--- src/rtl/uart_tx_io.sv ---
// Memory-mapped UART transmitter: CPU bytes go through a TX FIFO and are serialised as 8N1 on tx.
// Define UART_TX_PARITY_EN to insert an even-parity bit between the last data bit and the stop bit.
module uart_tx_io #(
  parameter int CLKS_PER_BIT = 200,
  parameter int FIFO_DEPTH   = 8
) (
  input  logic        clock,
  input  logic        rst,
  input  logic        uartcs,
  input  logic        uartwrite,
  input  logic        uartread,
  input  logic [1:0]  uartaddr,
  input  logic [15:0] uart_wdata,
  output logic [15:0] uart_rdata,
  output logic        tx,
  output logic        busy
);

  localparam int CNT_W = (CLKS_PER_BIT > 1) ? $clog2(CLKS_PER_BIT) : 1;
  localparam int PTR_W = $clog2(FIFO_DEPTH);
  localparam int CW    = PTR_W + 1;
  localparam logic [CNT_W-1:0] CNT_MAX  = CNT_W'(CLKS_PER_BIT - 1);
  localparam logic [CW-1:0]    CNT_FULL = CW'(FIFO_DEPTH);
`ifdef UART_TX_PARITY_EN
  localparam logic PARITY_PRESENT = 1'b1;
`else
  localparam logic PARITY_PRESENT = 1'b0;
`endif

  typedef enum logic [2:0] {
    S_IDLE,
    S_START,
    S_DATA,
`ifdef UART_TX_PARITY_EN
    S_PARITY,
`endif
    S_STOP
  } state_t;

  logic [7:0]       mem_q [FIFO_DEPTH];
  logic [PTR_W-1:0] wr_ptr_q, rd_ptr_q;
  logic [CW-1:0]    count_q, count_d;
  logic             ovf_q;

  state_t           state_q;
  logic [CNT_W-1:0] cnt_q;
  logic [2:0]       idx_q;
  logic [7:0]       shreg_q;
  logic             tx_q;

  logic full, empty, bit_end, pop, push_req, push, drop, ctrl_clr;
  logic unused_wdata;

  assign unused_wdata = ^uart_wdata[15:8];

  assign full     = (count_q == CNT_FULL);
  assign empty    = (count_q == '0);
  assign bit_end  = (cnt_q == CNT_MAX);
  // The head is taken either from idle or at the very end of a stop bit, so frames run back to back.
  assign pop      = !empty & ((state_q == S_IDLE) | ((state_q == S_STOP) & bit_end));
  assign push_req = uartcs & uartwrite & (uartaddr == 2'd0);
  assign push     = push_req & (!full | pop);
  assign drop     = push_req & full & !pop;
  assign ctrl_clr = uartcs & uartwrite & (uartaddr == 2'd2) & uart_wdata[0];

  always_comb begin
    count_d = count_q;
    if (push & !pop)
      count_d = count_q + CW'(1);
    else if (pop & !push)
      count_d = count_q - CW'(1);
  end

  // FIFO storage and shift register hold data only, so they carry no reset.
  always_ff @(posedge clock) begin
    if (push)
      mem_q[wr_ptr_q] <= uart_wdata[7:0];
    if (pop)
      shreg_q <= mem_q[rd_ptr_q];
  end

  always_ff @(posedge clock) begin
    if (rst) begin
      wr_ptr_q <= '0;
      rd_ptr_q <= '0;
      count_q  <= '0;
      ovf_q    <= 1'b0;
    end else begin
      if (push)
        wr_ptr_q <= wr_ptr_q + PTR_W'(1);
      if (pop)
        rd_ptr_q <= rd_ptr_q + PTR_W'(1);
      count_q <= count_d;
      if (drop)
        ovf_q <= 1'b1;
      else if (ctrl_clr)
        ovf_q <= 1'b0;
    end
  end

  always_ff @(posedge clock) begin
    if (rst) begin
      state_q <= S_IDLE;
      cnt_q   <= '0;
      idx_q   <= '0;
      tx_q    <= 1'b1;
    end else begin
      case (state_q)
        S_IDLE: begin
          tx_q <= 1'b1;
          if (!empty) begin
            state_q <= S_START;
            cnt_q   <= '0;
            tx_q    <= 1'b0;
          end
        end
        S_START: begin
          if (bit_end) begin
            state_q <= S_DATA;
            cnt_q   <= '0;
            idx_q   <= '0;
            tx_q    <= shreg_q[0];
          end else begin
            cnt_q <= cnt_q + CNT_W'(1);
          end
        end
        S_DATA: begin
          if (bit_end) begin
            cnt_q <= '0;
            if (idx_q == 3'd7) begin
`ifdef UART_TX_PARITY_EN
              state_q <= S_PARITY;
              tx_q    <= ^shreg_q;
`else
              state_q <= S_STOP;
              tx_q    <= 1'b1;
`endif
            end else begin
              idx_q <= idx_q + 3'd1;
              tx_q  <= shreg_q[idx_q + 3'd1];
            end
          end else begin
            cnt_q <= cnt_q + CNT_W'(1);
          end
        end
`ifdef UART_TX_PARITY_EN
        S_PARITY: begin
          if (bit_end) begin
            state_q <= S_STOP;
            cnt_q   <= '0;
            tx_q    <= 1'b1;
          end else begin
            cnt_q <= cnt_q + CNT_W'(1);
          end
        end
`endif
        S_STOP: begin
          if (bit_end) begin
            cnt_q <= '0;
            if (!empty) begin
              state_q <= S_START;
              tx_q    <= 1'b0;
            end else begin
              state_q <= S_IDLE;
              tx_q    <= 1'b1;
            end
          end else begin
            cnt_q <= cnt_q + CNT_W'(1);
          end
        end
        default: begin
          state_q <= S_IDLE;
          tx_q    <= 1'b1;
        end
      endcase
    end
  end

  assign tx   = tx_q;
  assign busy = (state_q != S_IDLE) | !empty;

  always_comb begin
    uart_rdata = '0;
    if (uartcs & uartread & (uartaddr == 2'd2))
      uart_rdata = {11'b0, PARITY_PRESENT, ovf_q, full, empty, busy};
  end

endmodule

--- config.mk ---
export PLATFORM = sky130hd
export DESIGN_NAME = uart_tx_io
export DESIGN_NICKNAME = d
export VERILOG_FILES = /design/src/rtl/uart_tx_io.sv
export SDC_FILE = /design/constraint.sdc
export NUM_CORES = 1
export LEC_CHECK = 0
export CAP_MARGIN = 20
export CORE_ASPECT_RATIO = 0.75
export CORE_UTILIZATION = 29
export CTS_BUF_LIST = sky130_fd_sc_hd__clkbuf_2
export DETAILED_ROUTE_END_ITERATION = 8
export GPL_ROUTABILITY_DRIVEN = 0
export SLEW_MARGIN = 20
export SYNTH_ARGS = -nofsm -noshare
export SYNTH_HDL_FRONTEND = slang
export SYNTH_SLANG_ARGS = --single-unit
--- constraint.sdc ---
create_clock -name clock -period 3.7 [get_ports clock]
set_clock_uncertainty 0.05 [all_clocks]
set_input_delay 1.11 -clock clock [delete_from_list [all_inputs] [get_ports clock]]
set_output_delay 1.11 -clock clock [all_outputs]
set_load 0.05 [all_outputs]
==> results of run 1 <==
sequential cells by signal, indices dropped and copies added (netlist names):
register / flops
mem_q: 64
idx_q: 3
rd_ptr_q: 3
wr_ptr_q: 3
state_q: 2
cnt_q: 8
ovf_q: 1
shreg_q: 8
count_q: 4
tx: 1
cell type report:
cell class,count,area (um2)
Clock buffer,11,55.1
Sequential cell,97,2660
Fill cell,1425,9640
Inverter,9,33.8
Clock inverter,5,32.5
Timing Repair Buffer,34,344
Multi-Input combinational cell,180,1580
Tap cell,200,250
cells in the final DEF (no fill, tap or decap), drive strengths merged, types with 2 or more instances in the layout:
| cell type | netlist | routed |
|---|---|---|
| nor4bb | 2 | 2 |
| nor4b | 2 | 2 |
| a41oi | 2 | 2 |
| or4 | 2 | 2 |
| edfxtp | 72 | 72 |
| dfxtp | 25 | 25 |
| a311oi | 5 | 5 |
| o21ai | 5 | 5 |
| a21o | 2 | 2 |
| or3b | 2 | 2 |
| or2 | 2 | 2 |
| nor2b | 4 | 4 |
| nand3 | 4 | 4 |
| a21oi | 12 | 12 |
| nor2 | 21 | 21 |
| a31oi | 2 | 2 |
| and4b | 3 | 3 |
| clkinv | 1 | 3 |
| nor4 | 2 | 2 |
| mux2 | 15 | 15 |
| mux4 | 17 | 17 |
| nor3 | 3 | 3 |
| buf | 19 | 18 |
| clkbuf | 6 | 11 |
| nand2 | 17 | 17 |
| ha | 12 | 12 |
| conb | 1 | 12 |
| clkdlybuf4s50 | 0 | 15 |
| or3 | 2 | 2 |
| mux2i | 6 | 6 |
| and3 | 3 | 3 |
| inv | 8 | 10 |
repair_timing:
| item | CTS | global route |
|---|---|---|
| setup endpoints to repair | 1 | 4 |
| gates resized for setup | 1 | 0 |
| pin swaps | 0 | 0 |
| hold endpoints to repair | 0 | 0 |
where the power goes:
part           switching (mW)  total [mW]  internal (mW)  leakage (nW)
logic                   0.410       0.805          0.395         0.728
clock network           0.339       0.434         0.0949        0.0627
registers               0.123        1.41           1.29         0.856
cell families (layout without fill, tap and decap cells):
logic type,after synthesis,in the layout,share of synthesized area
other,1,12,0.000857
DFF,97,97,0.608
buffers and inverters,34,59,0.0409
xor gates and xnor gates,2,2,0.00400
AOI/OAI and AO/OA,38,38,0.0643
muxes,38,38,0.141
adders and majority gates,13,13,0.0389
and+or+nand+nor,77,77,0.102
layer usage:
layer	vias to the layer above	wire, um
met5	-	0
met4	0	79
met3	7	266
met2	43	3730
met1	1219	3890
li1	1198	-
path summary, 6_finish.rpt:
path | startpoint | end | slack, ps | cells past startpoint
setup / recovery | uartcs | uart_rdata[0] | 60 | 6
hold / removal | idx_q[2] | idx_q[2] | 430 | 2
setup reg to reg | count_q[0] | count_q[3] | 620 | 10
hold reg to reg | idx_q[2] | idx_q[2] | 430 | 2
critical path, cell delays in order:
cell and delay (ps):
clkdlybuf4s50_1 440, nor2b_1 240, buf_4 160, nand3_1 140, nor2_1 220, buf_12 160
through the flow:
stage	instances	utilization
floorplan	311	-
global placement	520	0.334
detailed placement	520	0.334
CTS	536	0.340
global route	536	0.340
finish	536	0.340
==> flow_summary.yaml, run 1 <==
synth:
  syn_area_per_cell_um2: 14.6
  ys_warn_count: 0
  ys_seq_elements: 97
  syn-instance-count: 300
  ys_top_cells_by_count: "edfxtp_1, dfxtp_1, nor2_1"
  ys.flop_type: "edfxtp_1"
  synth.area.top_cells: "edfxtp_1, dfxtp_1, mux4_2"
  synth_area_leader_cell: "edfxtp_1"
  netlist-cell-type-count: 59
  async_flop_share: 0
  synth.most_common_cell: "edfxtp_1"
  synth_top_area_share: 0.494
  synth-edff-count: 72
  synth.yosys.seq_area_share: 0.608
  syn_area_mm2: 0.00438
min_path:
  hp-class: "register to register"
clock_network:
  cts_buffers: 9
  htreeDepth: 3
  clockBufferDepth: 2
  cts_setup_buffers: 0
  cts_tree: "yes"
  clk_latency_ps: 550
  cts_hold_buf: 0
  cts_root_buf: "clkbuf_2"
  clkTransAtPathRegs_ps: 240
  cts.sinks: 97
detailed_routing:
  first_pass_iters: 4
  drc: 0
  wl_um: 7970
  num_vias: 2467
  viasPerCell: 4.60
  routedWlPerCell_um: 14.9
  ant_nets: 0
  drt-initial-drc-count: 120
worst_setup_path:
  crit_path_start_kind: "primary input"
  worstSetupPathType: "primary input to primary output"
  cp.arrival_ps: 2480
  cp.required_ps: 2540
  cp_max_fo: 4
  cp-end-kind: "primary output"
grt:
  grt_pass1_wl_um: 12700
  grt_antenna_before_repair: 0
  busiest_layer: "met2"
  use_met1: 0.150
  grt.total_usage: 0.112
  met2_usage: 0.174
  first_global_vias: 2403
  grt.overflow.total: 0
  grt_max_degree: 19
  grtUsageMet3: 0.0350
timing:
  relSlewSlack: 0.394
  setup_tns_ps: 0
  slew_violations: 0
  tightestPinTransition_ps: 908
  grt_setup_unrepaired: "yes"
  period_minus_slack_ps: 3640
  fin_hold_ws_ps: 433
  finalCritPeriodShare: 0.984
  setup_slack_ps: 59.8
  fmax_mhz: 275
  hold_viol: 0
  setup-violations-final: 0
layout:
  nNetsFinal: 367
  postLayoutCellArea_mm2: 0.00496
  synthToLayoutAreaGrowth_pct: 13.4
  diodes: 0
  drive_gt1_frac: 0.229
floorplanning:
  core_mm2: 0.0146
  die_h_um: 108
  num_rows: 38
  start_util: 0.300
  io_pins: 41
  die_w_um: 144
  dieArea_mm2: 0.0156
run:
  maxCapViolCount: 0
placement:
  post-place-ws_ps: 35.1
  dpl_cell_area_mm2: 0.00487
  numPortBuffers: 20
  dp_hpwl_um: 5530
power_and_ir_drop:
  irDropWorstVdd_uv: 199
  power.density_mw_per_mm2: 534
  total_power_mw: 2.65
  leakagePower_nw: 1.65
status:
  outcome: "complete, no violations"
No activity file was read; power rests on OpenSTA's default activity.
==> run 2: changes to the inputs <==
--- a/config.mk
+++ b/config.mk
@@ -7,10 +7,11 @@
 export LEC_CHECK = 0
 export CAP_MARGIN = 20
 export CORE_ASPECT_RATIO = 0.75
-export CORE_UTILIZATION = 29
+export CORE_UTILIZATION = 55
 export CTS_BUF_LIST = sky130_fd_sc_hd__clkbuf_2
 export DETAILED_ROUTE_END_ITERATION = 8
 export GPL_ROUTABILITY_DRIVEN = 0
+export PLACE_DENSITY = 0.77
 export SLEW_MARGIN = 20
 export SYNTH_ARGS = -nofsm -noshare
 export SYNTH_HDL_FRONTEND = slang
==> run 2 against run 1 <==
  * Sequential power about the same
  * Critical endpoint unchanged
  * Combinational power increased by 2%
  * Fmax increased by 3.5%
  * Largest power group unchanged
==> flow_summary.yaml, run 2 (synthesized netlist as in run 1, its figures left out) <==
timing:
  hold_viol: 0
  fin_hold_ws_ps: 436
  setup_tns_ps: 0
  setup-violations-final: 0
  slew_violations: 0
  period_minus_slack_ps: 3520
  grt_setup_unrepaired: "no"
  fmax_mhz: 284
  finalCritPeriodShare: 0.951
  relSlewSlack: 0.425
  tightestPinTransition_ps: 861
floorplanning:
  die_w_um: 105
  die_h_um: 79.3
  dieArea_mm2: 0.00832
  core_mm2: 0.00753
  io_pins: 41
  start_util: 0.581
  num_rows: 27
grt:
  grt_antenna_before_repair: 0
  grt_pass1_wl_um: 12600
  grt.overflow.total: 0
  grt.total_usage: 0.205
  grt_max_degree: 20
  first_global_vias: 2471
detailed_routing:
  num_vias: 2530
  viasPerCell: 5.80
  wl_um: 7690
  first_pass_iters: 4
  drt-initial-drc-count: 118
  routedWlPerCell_um: 17.6
  ant_nets: 0
  drc: 0
run:
  maxCapViolCount: 0
power_and_ir_drop:
  intPower_mw: 1.78
  p_sw_frac: 0.335
  power_frac_clock: 0.175
  pwr-share-seq: 0.517
  total_power_mw: 2.68
  irDropWorstVdd_uv: 292
  leakagePower_nw: 1.65
  power.density_mw_per_mm2: 551
  combPwrFrac: 0.308
  power_switching_uw: 898
worst_setup_path:
  worstSetupPathType: "primary input to primary output"
  cp.arrival_ps: 2360
  path_buf_inv: 3
  max_stage_delay_ps: 440
  critPathTopFamily: "buffers and inverters"
  cp.required_ps: 2540
  crit_path_start_kind: "primary input"
  slowest_stage: "clkdlybuf4s50_1"
  r2r_slack_ps: 590
  path_cells: "clkdlybuf4s50_1, nor2b_1, buf_4, nand3_1, nor2_1, buf_12"
  critical_path_depth: 6
  cp-end-kind: "primary output"
  cp_max_fo: 4
  rr_worst_depth: 10
clock_network:
  cts_root_buf: "clkbuf_2"
  clockBufferDepth: 2
  cts_hold_buf: 0
  clk_latency_ps: 550
  cts.sinks: 97
  htreeDepth: 3
  clkTransAtPathRegs_ps: 290
  cts_tree: "yes"
  cts_buffers: 9
layout:
  final_common_cell: "edfxtp_1"
  largest_reg_flops: 64
  nNetsFinal: 366
  fill_cells: 539
  synthToLayoutAreaGrowth_pct: 11.2
  final_cells: 436
  postLayoutCellArea_mm2: 0.00487
  drive_gt1_frac: 0.236
  largest-register: "mem_q"
  final_cell_mix: "edfxtp_1, dfxtp_1, nor2_1"
  diodes: 0
  reg.largest.list: "mem_q (64), cnt_q (8), shreg_q (8)"
placement:
  numPortBuffers: 20
  dp_hpwl_um: 5200
  dpl_cell_area_mm2: 0.00476
  post-place-cells: 420
min_path:
  hp-class: "register to register"
  hold_depth: 2
status:
  outcome: "complete, no violations"
## run 2: changes by cell type in the layout (fill, tap and decap cells not counted), sizes merged
cell      change
clkbuf        -2
clkinv        +2
buf           -1
clkinvlp      -1
inv           +1
## run 2: worst min-delay path: cells and delay by family (launching register included)
family / cells / cell delay, ps
flip-flops: 1 / 380
AND/OR/NAND/NOR: 1 / 60
AO/OA/AOI/OAI: 1 / 50
## run 2: metrics by stage
step            util  worst slack (ps)
3_3_place_gp   0.632               124
6_report       0.646               182
4_1_cts        0.646               167
3_5_place_dp   0.632              73.6
2_1_floorplan      -               429
5_1_grt        0.646              40.4
## run 2: what timing repair did
action	4_1_cts	5_1_grt
buffers inserted	0	0
endpoints found under the setup margin	1	0
gates resized for setup	1	0
## run 2: cell type report
type / instances / area [um2] / share of cell area
Sequential cell: 97 / 2660 / 0.547
Multi-Input combinational cell: 180 / 1600 / 0.329
Tap cell: 101 / 126 / 0.0260
Timing Repair Buffer: 33 / 337 / 0.0692
Inverter: 9 / 33.8 / 0.00694
Clock buffer: 9 / 45.0 / 0.00926
Clock inverter: 7 / 60.1 / 0.0123
## run 2: routing by layer
| layer | up-vias | wire [um] | global-route usage |
|---|---|---|---|
| met2 | 75 | 3570 | 0.319 |
| met1 | 1255 | 3480 | 0.286 |
| met4 | 0 | 65 | 0.0634 |
| met5 | - | 0 | 0 |
| met3 | 5 | 577 | 0.0517 |
| li1 | 1195 | - | - |
## run 2: power by group through the flow
| stage | logic, mW | registers, mW | clock network [mW] |
|---|---|---|---|
| after floorplan | 0.653 | 1.37 | 0 |
| after global placement | 0.814 | 1.41 | 0 |
| after detailed placement | 0.836 | 1.41 | 0 |
| after CTS | 0.835 | 1.39 | 0.482 |
| after global routing | 0.916 | 1.40 | 0.518 |
| final | 0.825 | 1.39 | 0.469 |
## run 2: final timing paths
path / from / endpoint
setup / recovery: uartcs / uart_rdata[0]
hold / removal: idx_q[2] / idx_q[2]
setup reg to reg: count_q[0] / count_q[3]
hold reg to reg: idx_q[2] / idx_q[2]
==> run 3: changes to the inputs <==
--- a/config.mk
+++ b/config.mk
@@ -5,7 +5,6 @@
 export SDC_FILE = /design/constraint.sdc
 export NUM_CORES = 1
 export LEC_CHECK = 0
-export CAP_MARGIN = 20
 export CORE_ASPECT_RATIO = 0.75
 export CORE_UTILIZATION = 55
 export CTS_BUF_LIST = sky130_fd_sc_hd__clkbuf_2
==> results of run 3 <==
The final DEF is identical to that of run 2; final timing and power are the same.
